File: src/rtl/a2d_chnl_sched_if.sv
// a2d_chnl_sched_if
//   Handshake between the channel scheduler and the shared SPI master.
//   wrt      1   scheduler -> SPI: start one transaction (1-cycle pulse)
//   cmd      16  scheduler -> SPI: command word, stable from wrt until done
//   done     1   SPI -> scheduler: transaction complete (1-cycle pulse)
//   rd_data  16  SPI -> scheduler: read data, valid while done is high
//   modport master: the scheduler side; modport slave: the SPI master side.
interface a2d_chnl_sched_if;
  logic        wrt;
  logic [15:0] cmd;
  logic        done;
  logic [15:0] rd_data;

  modport master (
    output wrt,
    output cmd,
    input  done,
    input  rd_data
  );

  modport slave (
    input  wrt,
    input  cmd,
    output done,
    output rd_data
  );
endinterface

File: src/rtl/a2d_chnl_sched.sv
// a2d_chnl_sched
//   Runs one round of A2D conversions (lft, rght, steer, batt) over the shared SPI master for
//   every nxt request, holding the latest results. Each channel takes a command transaction, one
//   idle gap cycle, and a read transaction. A watchdog aborts a round whose SPI master hangs.
// Ports
//   clk        in   system clock
//   rst_n      in   asynchronous active-low reset
//   nxt        in   1-cycle request to start a round (one extra request is remembered)
//   spi        if   master side of a2d_chnl_sched_if (wrt/cmd out, done/rd_data in)
//   lft_ld     out  12-bit left load cell result
//   rght_ld    out  12-bit right load cell result
//   steer_pot  out  12-bit steering pot result
//   batt       out  12-bit battery result
//   rnd_vld    out  1-cycle pulse: round finished, all four results updated
//   err        out  1-cycle pulse: watchdog expired, round aborted
// Configuration
//   FILT_EN    when defined, lft_ld/rght_ld are IIR filtered: new = (3*old + sample) >> 2,
//              with the first write after reset loading the sample directly.
module a2d_chnl_sched #(
  parameter logic [2:0]  CH_LFT   = 3'd0,
  parameter logic [2:0]  CH_RGHT  = 3'd4,
  parameter logic [2:0]  CH_STEER = 3'd5,
  parameter logic [2:0]  CH_BATT  = 3'd6,
  parameter int unsigned TMO_CYC  = 1024
) (
  input  logic               clk,
  input  logic               rst_n,
  input  logic               nxt,
  a2d_chnl_sched_if.master   spi,
  output logic [11:0]        lft_ld,
  output logic [11:0]        rght_ld,
  output logic [11:0]        steer_pot,
  output logic [11:0]        batt,
  output logic               rnd_vld,
  output logic               err
);

  localparam int unsigned WdW   = $clog2(TMO_CYC);
  localparam logic [WdW-1:0] WdMax = WdW'(TMO_CYC - 1);

  typedef enum logic [2:0] {StIdle, StCmd, StWcmd, StGap, StRd, StWrd} state_t;

  state_t         state_q, state_d;
  logic           pend_q, pend_d;
  logic [1:0]     idx_q, idx_d;
  logic [WdW-1:0] wdog_q, wdog_d;
  logic           rnd_vld_q, rnd_vld_d;
  logic           err_q, err_d;
  logic           wrt;
  logic           ld_en;
  logic [2:0]     ch_sel;
  logic [11:0]    sample;
  logic [11:0]    lft_q, rght_q, steer_q, batt_q;
  logic [11:0]    lft_nxt, rght_nxt;

  assign sample = spi.rd_data[11:0];

  // cmd follows idx, which only changes between channels, so it is stable from wrt until done.
  always_comb begin
    ch_sel = CH_LFT;
    unique case (idx_q)
      2'd0: ch_sel = CH_LFT;
      2'd1: ch_sel = CH_RGHT;
      2'd2: ch_sel = CH_STEER;
      2'd3: ch_sel = CH_BATT;
    endcase
  end

  assign spi.cmd = {2'b00, ch_sel, 11'h000};
  assign spi.wrt = wrt;

  always_comb begin
    state_d   = state_q;
    pend_d    = pend_q;
    idx_d     = idx_q;
    wdog_d    = '0;
    wrt       = 1'b0;
    ld_en     = 1'b0;
    rnd_vld_d = 1'b0;
    err_d     = 1'b0;
    // Requests arriving mid-round collapse into a single pending round.
    if (nxt && (state_q != StIdle)) pend_d = 1'b1;
    unique case (state_q)
      StIdle: begin
        if (nxt || pend_q) begin
          pend_d  = 1'b0;
          idx_d   = 2'd0;
          state_d = StCmd;
        end
      end
      StCmd: begin
        wrt     = 1'b1;
        state_d = StWcmd;
      end
      StWcmd: begin
        if (spi.done) begin
          state_d = StGap;
        end else if (wdog_q == WdMax) begin
          err_d   = 1'b1;
          pend_d  = 1'b0;
          state_d = StIdle;
        end else begin
          wdog_d = wdog_q + 1'b1;
        end
      end
      StGap: begin
        state_d = StRd;
      end
      StRd: begin
        wrt     = 1'b1;
        state_d = StWrd;
      end
      StWrd: begin
        if (spi.done) begin
          ld_en = 1'b1;
          if (idx_q == 2'd3) begin
            rnd_vld_d = 1'b1;
            state_d   = StIdle;
          end else begin
            idx_d   = idx_q + 1'b1;
            state_d = StCmd;
          end
        end else if (wdog_q == WdMax) begin
          err_d   = 1'b1;
          pend_d  = 1'b0;
          state_d = StIdle;
        end else begin
          wdog_d = wdog_q + 1'b1;
        end
      end
      default: state_d = StIdle;
    endcase
  end

  always_ff @(posedge clk or negedge rst_n) begin
    if (!rst_n) begin
      state_q   <= StIdle;
      pend_q    <= 1'b0;
      idx_q     <= 2'd0;
      wdog_q    <= '0;
      rnd_vld_q <= 1'b0;
      err_q     <= 1'b0;
    end else begin
      state_q   <= state_d;
      pend_q    <= pend_d;
      idx_q     <= idx_d;
      wdog_q    <= wdog_d;
      rnd_vld_q <= rnd_vld_d;
      err_q     <= err_d;
    end
  end

`ifdef FILT_EN
  logic        lft_seen_q, rght_seen_q;
  logic [13:0] lft_sum, rght_sum;

  always_comb begin
    lft_sum  = 14'd3 * {2'b00, lft_q} + {2'b00, sample};
    rght_sum = 14'd3 * {2'b00, rght_q} + {2'b00, sample};
    lft_nxt  = lft_seen_q ? lft_sum[13:2] : sample;
    rght_nxt = rght_seen_q ? rght_sum[13:2] : sample;
  end

  always_ff @(posedge clk or negedge rst_n) begin
    if (!rst_n) begin
      lft_seen_q  <= 1'b0;
      rght_seen_q <= 1'b0;
    end else if (ld_en) begin
      if (idx_q == 2'd0) lft_seen_q <= 1'b1;
      if (idx_q == 2'd1) rght_seen_q <= 1'b1;
    end
  end
`else
  always_comb begin
    lft_nxt  = sample;
    rght_nxt = sample;
  end
`endif

  always_ff @(posedge clk or negedge rst_n) begin
    if (!rst_n) begin
      lft_q   <= 12'h000;
      rght_q  <= 12'h000;
      steer_q <= 12'h000;
      batt_q  <= 12'h000;
    end else if (ld_en) begin
      unique case (idx_q)
        2'd0: lft_q   <= lft_nxt;
        2'd1: rght_q  <= rght_nxt;
        2'd2: steer_q <= sample;
        2'd3: batt_q  <= sample;
      endcase
    end
  end

  assign lft_ld    = lft_q;
  assign rght_ld   = rght_q;
  assign steer_pot = steer_q;
  assign batt      = batt_q;
  assign rnd_vld   = rnd_vld_q;
  assign err       = err_q;

endmodule

File: src/flat_wrapper.sv
// flat-port wrapper written by rule: the top's interface ports become plain ports
module a2d_chnl_sched_flat 
#(
  parameter logic [2:0]  CH_LFT   = 3'd0,
  parameter logic [2:0]  CH_RGHT  = 3'd4,
  parameter logic [2:0]  CH_STEER = 3'd5,
  parameter logic [2:0]  CH_BATT  = 3'd6,
  parameter int unsigned TMO_CYC  = 1024
)
  (clk, rst_n, nxt, lft_ld, rght_ld, steer_pot, batt, rnd_vld, err, spi_wrt, spi_cmd, spi_done, spi_rd_data);
  a2d_chnl_sched_if spi_i ();
  input  logic clk;
  input  logic rst_n;
  input  logic nxt;
  output logic [11:0] lft_ld;
  output logic [11:0] rght_ld;
  output logic [11:0] steer_pot;
  output logic [11:0] batt;
  output logic rnd_vld;
  output logic err;
  output wire logic [$bits(spi_i.wrt)-1:0] spi_wrt;
  output wire logic [$bits(spi_i.cmd)-1:0] spi_cmd;
  input wire logic [$bits(spi_i.done)-1:0] spi_done;
  input wire logic [$bits(spi_i.rd_data)-1:0] spi_rd_data;
  assign spi_wrt = spi_i.wrt;
  assign spi_cmd = spi_i.cmd;
  assign spi_i.done = spi_done;
  assign spi_i.rd_data = spi_rd_data;
  a2d_chnl_sched #(.CH_LFT(CH_LFT), .CH_RGHT(CH_RGHT), .CH_STEER(CH_STEER), .CH_BATT(CH_BATT), .TMO_CYC(TMO_CYC)) u_core (.clk(clk), .rst_n(rst_n), .nxt(nxt), .spi(spi_i), .lft_ld(lft_ld), .rght_ld(rght_ld), .steer_pot(steer_pot), .batt(batt), .rnd_vld(rnd_vld), .err(err));
endmodule
File: config.mk
export PLATFORM = sky130hd
export DESIGN_NAME = a2d_chnl_sched_flat
export DESIGN_NICKNAME = d
export VERILOG_FILES = /design/src/rtl/a2d_chnl_sched_if.sv /design/src/rtl/a2d_chnl_sched.sv /design/src/flat_wrapper.sv
export SDC_FILE = /design/constraint.sdc
export NUM_CORES = 1
export LEC_CHECK = 0
export BUFFER_PORTS_ARGS = -buffer_cell sky130_fd_sc_hd__buf_2
export CAP_MARGIN = 5
export CORE_UTILIZATION = 35
export DETAILED_ROUTE_END_ITERATION = 16
export PLACE_DENSITY = 0.64
export SLEW_MARGIN = 20
export SYNTH_ARGS = -nofsm -noshare
export SYNTH_HDL_FRONTEND = slang
export SYNTH_SLANG_ARGS = --single-unit
File: constraint.sdc
create_clock -name clk -period 1.8 [get_ports clk]
set_input_delay 0.27 -clock clk [delete_from_list [all_inputs] [get_ports clk]]
set_output_delay 0.27 -clock clk [all_outputs]
set_load 0.01 [all_outputs]
==> impl_metrics.py <==
metrics = {
    "clocking": {
        "cts_buffer_depth": 2,
        "clock-sinks": 66,
        "clock_latency_ns": 0.33,
        "cts_tree": "done",
        "clockRootBuffer": "clkbuf_8",
        "cts_setup_buffers": 0,
        "clk_pin_slew_worst_paths_ns": 0.07,
        "cts_max_level": 3,
        "numCtsBuffers": 9,
    },
    "grt": {
        "grt_first_pass_wirelength_mm": 8.90,
        "grtUsageTotal_pct": 13.6,
        "antenna_found_initial": 0,
        "grt_max_degree": 67,
        "grt_pass1_vias": 1804,
        "overflow": 0,
    },
    "sta": {
        "tns_ns": 0,
        "finalSetupViolCount": 0,
        "finalCritPeriodShare_pct": 93.9,
        "worst_clock_skew_ns": 0.00645,
        "min_period_ns": 1.69,
        "rsz0062_at_grt": "no",
        "fmax_ghz": 0.592,
        "slew_viol_final": 0,
        "final-hold-violation-count": 0,
    },
    "detailed_routing": {
        "avgRoutedWirePerCell_um": 13.5,
        "totalWireLength_mm": 5.49,
        "first_iter_violations": 62,
        "viasPerCell": 4.62,
        "dr.pass1.iters": 4,
        "ant_nets": 0,
        "drc": 0,
        "vias": 1881,
    },
    "finish": {
        "multi_input_area_mm2": 0.00108,
        "drive_gt1_share_pct": 49.2,
        "antennaDiodeCount": 0,
        "fillers": 760,
        "ff_latch_area_mm2": 0.00165,
        "num-nets-final": 326,
        "syn_to_final_growth_pct": 23.8,
    },
    "yosys": {
        "netlist_area_mm2": 0.00286,
        "postSynthCellCount": 217,
        "ys_seq_area_share_pct": 57.7,
        "synth_seq_cells": 66,
        "avgSynthCellArea_um2": 13.2,
        "synthArstFlopShare_pct": 100,
        "synthFlopType": "dfrtp_1",
        "ys_warn_count": 0,
        "synth-edff-count": 0,
        "synth_cell_types": 34,
    },
    "critical_path": {
        "crit_path_start_kind": "flip-flop",
        "startpoint": "u_core.idx_q[0]",
        "required_ns": 2.02,
        "worstReg2RegStart": "u_core.idx_q[0]",
        "critical_path_class": "reg -> reg",
        "reg2reg_slack_ns": 0.11,
        "cp_data_arrival_time_ns": 1.91,
        "r2r_cells": 4,
        "critPathCapture": "u_core.idx_q[0]",
        "r2r_end": "u_core.idx_q[0]",
        "end_kind": "flip-flop",
        "cp_max_fo": 5,
    },
    "floorplanning": {
        "start_util_pct": 36.7,
        "io_pins": 87,
        "dieArea_mm2": 0.00855,
        "core-area_mm2": 0.00781,
        "die_y_um": 92.4,
        "rows": 32,
        "dieWidth_um": 92.4,
    },
    "place": {
        "gp_congestion": 0.729,
        "dpl.hpwl_mm": 3.84,
        "io_buffers": 69,
    },
    "power": {
        "vdd_drop_max_uv": 754,
        "static-leakage-power_uw": 0.00184,
        "pwr_density_cell_mw_per_mm2": 1350,
        "power.total_uw": 4790,
    },
    "flow_run": {
        "drv_cap": 0,
    },
    "worst_hold_path": {
        "hold_start": "spi_rd_data[2]",
        "min_path_type": "in -> reg",
    },
    "status": {
        "status": "finished, final reports clean",
    },
}
## cell type report
cell class              count  area share, %
inverters                   9          0.953
multi-input cells         134           30.6
flip-flops and latches     66           46.6
clock inverters             6           1.84
well taps                 102           3.60
repair buffers             80           12.5
clock buffers              10           3.88
## cell usage in the layout (no fill, tap or decap), drive strengths merged
cell type / instances
a31oi: 2
nor3: 2
a211o: 2
bufinv: 1
nand2: 9
ha: 6
and4: 1
nand3: 5
nor4: 2
inv: 10
a2111oi: 1
xor2: 3
mux2: 49
or2: 1
dlygate4sd3: 1
xnor2: 5
nand2b: 1
nor2b: 1
nor4bb: 1
dfrtp: 66
or3: 2
a21oi: 3
buf: 79
o21ai: 4
clkinvlp: 1
nand4: 1
nor2: 14
clkbuf: 10
clkinv: 3
and3: 1
conb: 13
a31o: 1
a311oi: 1
mux2i: 1
a211oi: 2
## worst max-delay path, cell delays in order, from the launching register on
cell     delay (ns)
dfrtp_1        0.43
ha_1           0.23
or3_1          0.34
a21oi_1        0.23
mux2_2         0.36
## flip-flops by register name (all words and copies together), names as in the netlist
name / cells
u_core.batt: 12
u_core.err: 1
u_core.idx_q: 2
u_core.lft_ld: 12
u_core.pend_q: 1
u_core.rght_ld: 12
u_core.rnd_vld: 1
u_core.state_q: 3
u_core.steer_pot: 12
u_core.wdog_q: 10
## report_power, final
part | internal [µW] | total, µW | switching [µW]
logic | 716 | 1410 | 697
clock network | 679 | 1250 | 570
registers | 1890 | 2120 | 234
## layer usage
layer	GRT usage, %	part of all wire, %	routed length (µm)	vias to the layer above
met5	0	0	0	-
met4	5.47	1.3	74	0
met3	3.78	4.0	217	8
met2	22.5	51	2790	50
met1	16.9	44	2410	934
li1	-	-	-	889
## logic make-up (layout without fill, tap and decap cells)
group | count (synthesis) | after routing | share of synthesized area, %
flops | 66 | 66 | 57.7
mux | 50 | 50 | 19.6
simple gates | 41 | 41 | 7.47
buf+inv | 29 | 105 | 6.08
compound gates | 16 | 16 | 3.93
xor+xnor | 8 | 8 | 2.45
fa+ha+maj | 6 | 6 | 2.62
other cells | 1 | 13 | 0.131
## cells in the mapped netlist, types with 2 or more instances
cell	count	area (µm²)
dfrtp_1	66	1650
mux2_2	49	552
buf_4	16	120
nor2_1	14	52.6
inv_1	9	33.8
nand2_1	9	33.8
ha_1	6	75.1
nand3_1	5	25.0
xnor2_1	5	43.8
buf_2	4	20.0
o21ai_0	4	20.0
a21oi_1	3	15.0
xor2_1	3	26.3
a211o_1	2	17.5
a211oi_1	2	15.0
or3_1	2	12.5
## timing repair
item,CTS,global route
gates resized for setup,0,2
setup endpoints to repair,0,2
endpoints found under the hold margin,66,0
hold buffers,1,0
## worst min-delay path by stage
stage / to / slack (ns) / cells after the start
after floorplan: u_core.batt[0] / -0.03 / 0
after global placement: u_core.lft_ld[11] / 0.31 / 2
after detailed placement: u_core.lft_ld[11] / 0.31 / 2
after CTS: u_core.steer_pot[3] / 0.19 / 2
after global routing: u_core.lft_ld[6] / 0.21 / 2
final: u_core.steer_pot[2] / 0.21 / 2
## metrics by stage
step	util [%]	hold WS, ns	setup slack, ns	instances	cell area, µm²
2_1_floorplan	-	-0.0256	0.0951	229	2910
3_3_place_gp	42.6	0.314	0.107	390	3330
3_5_place_dp	42.6	0.315	0.0862	390	3330
4_1_cts	45.4	0.192	0.0726	407	3540
5_1_grt	45.4	0.207	0.00576	407	3540
6_report	45.4	0.212	0.110	407	3540
Power figures use the tool's default switching activity.
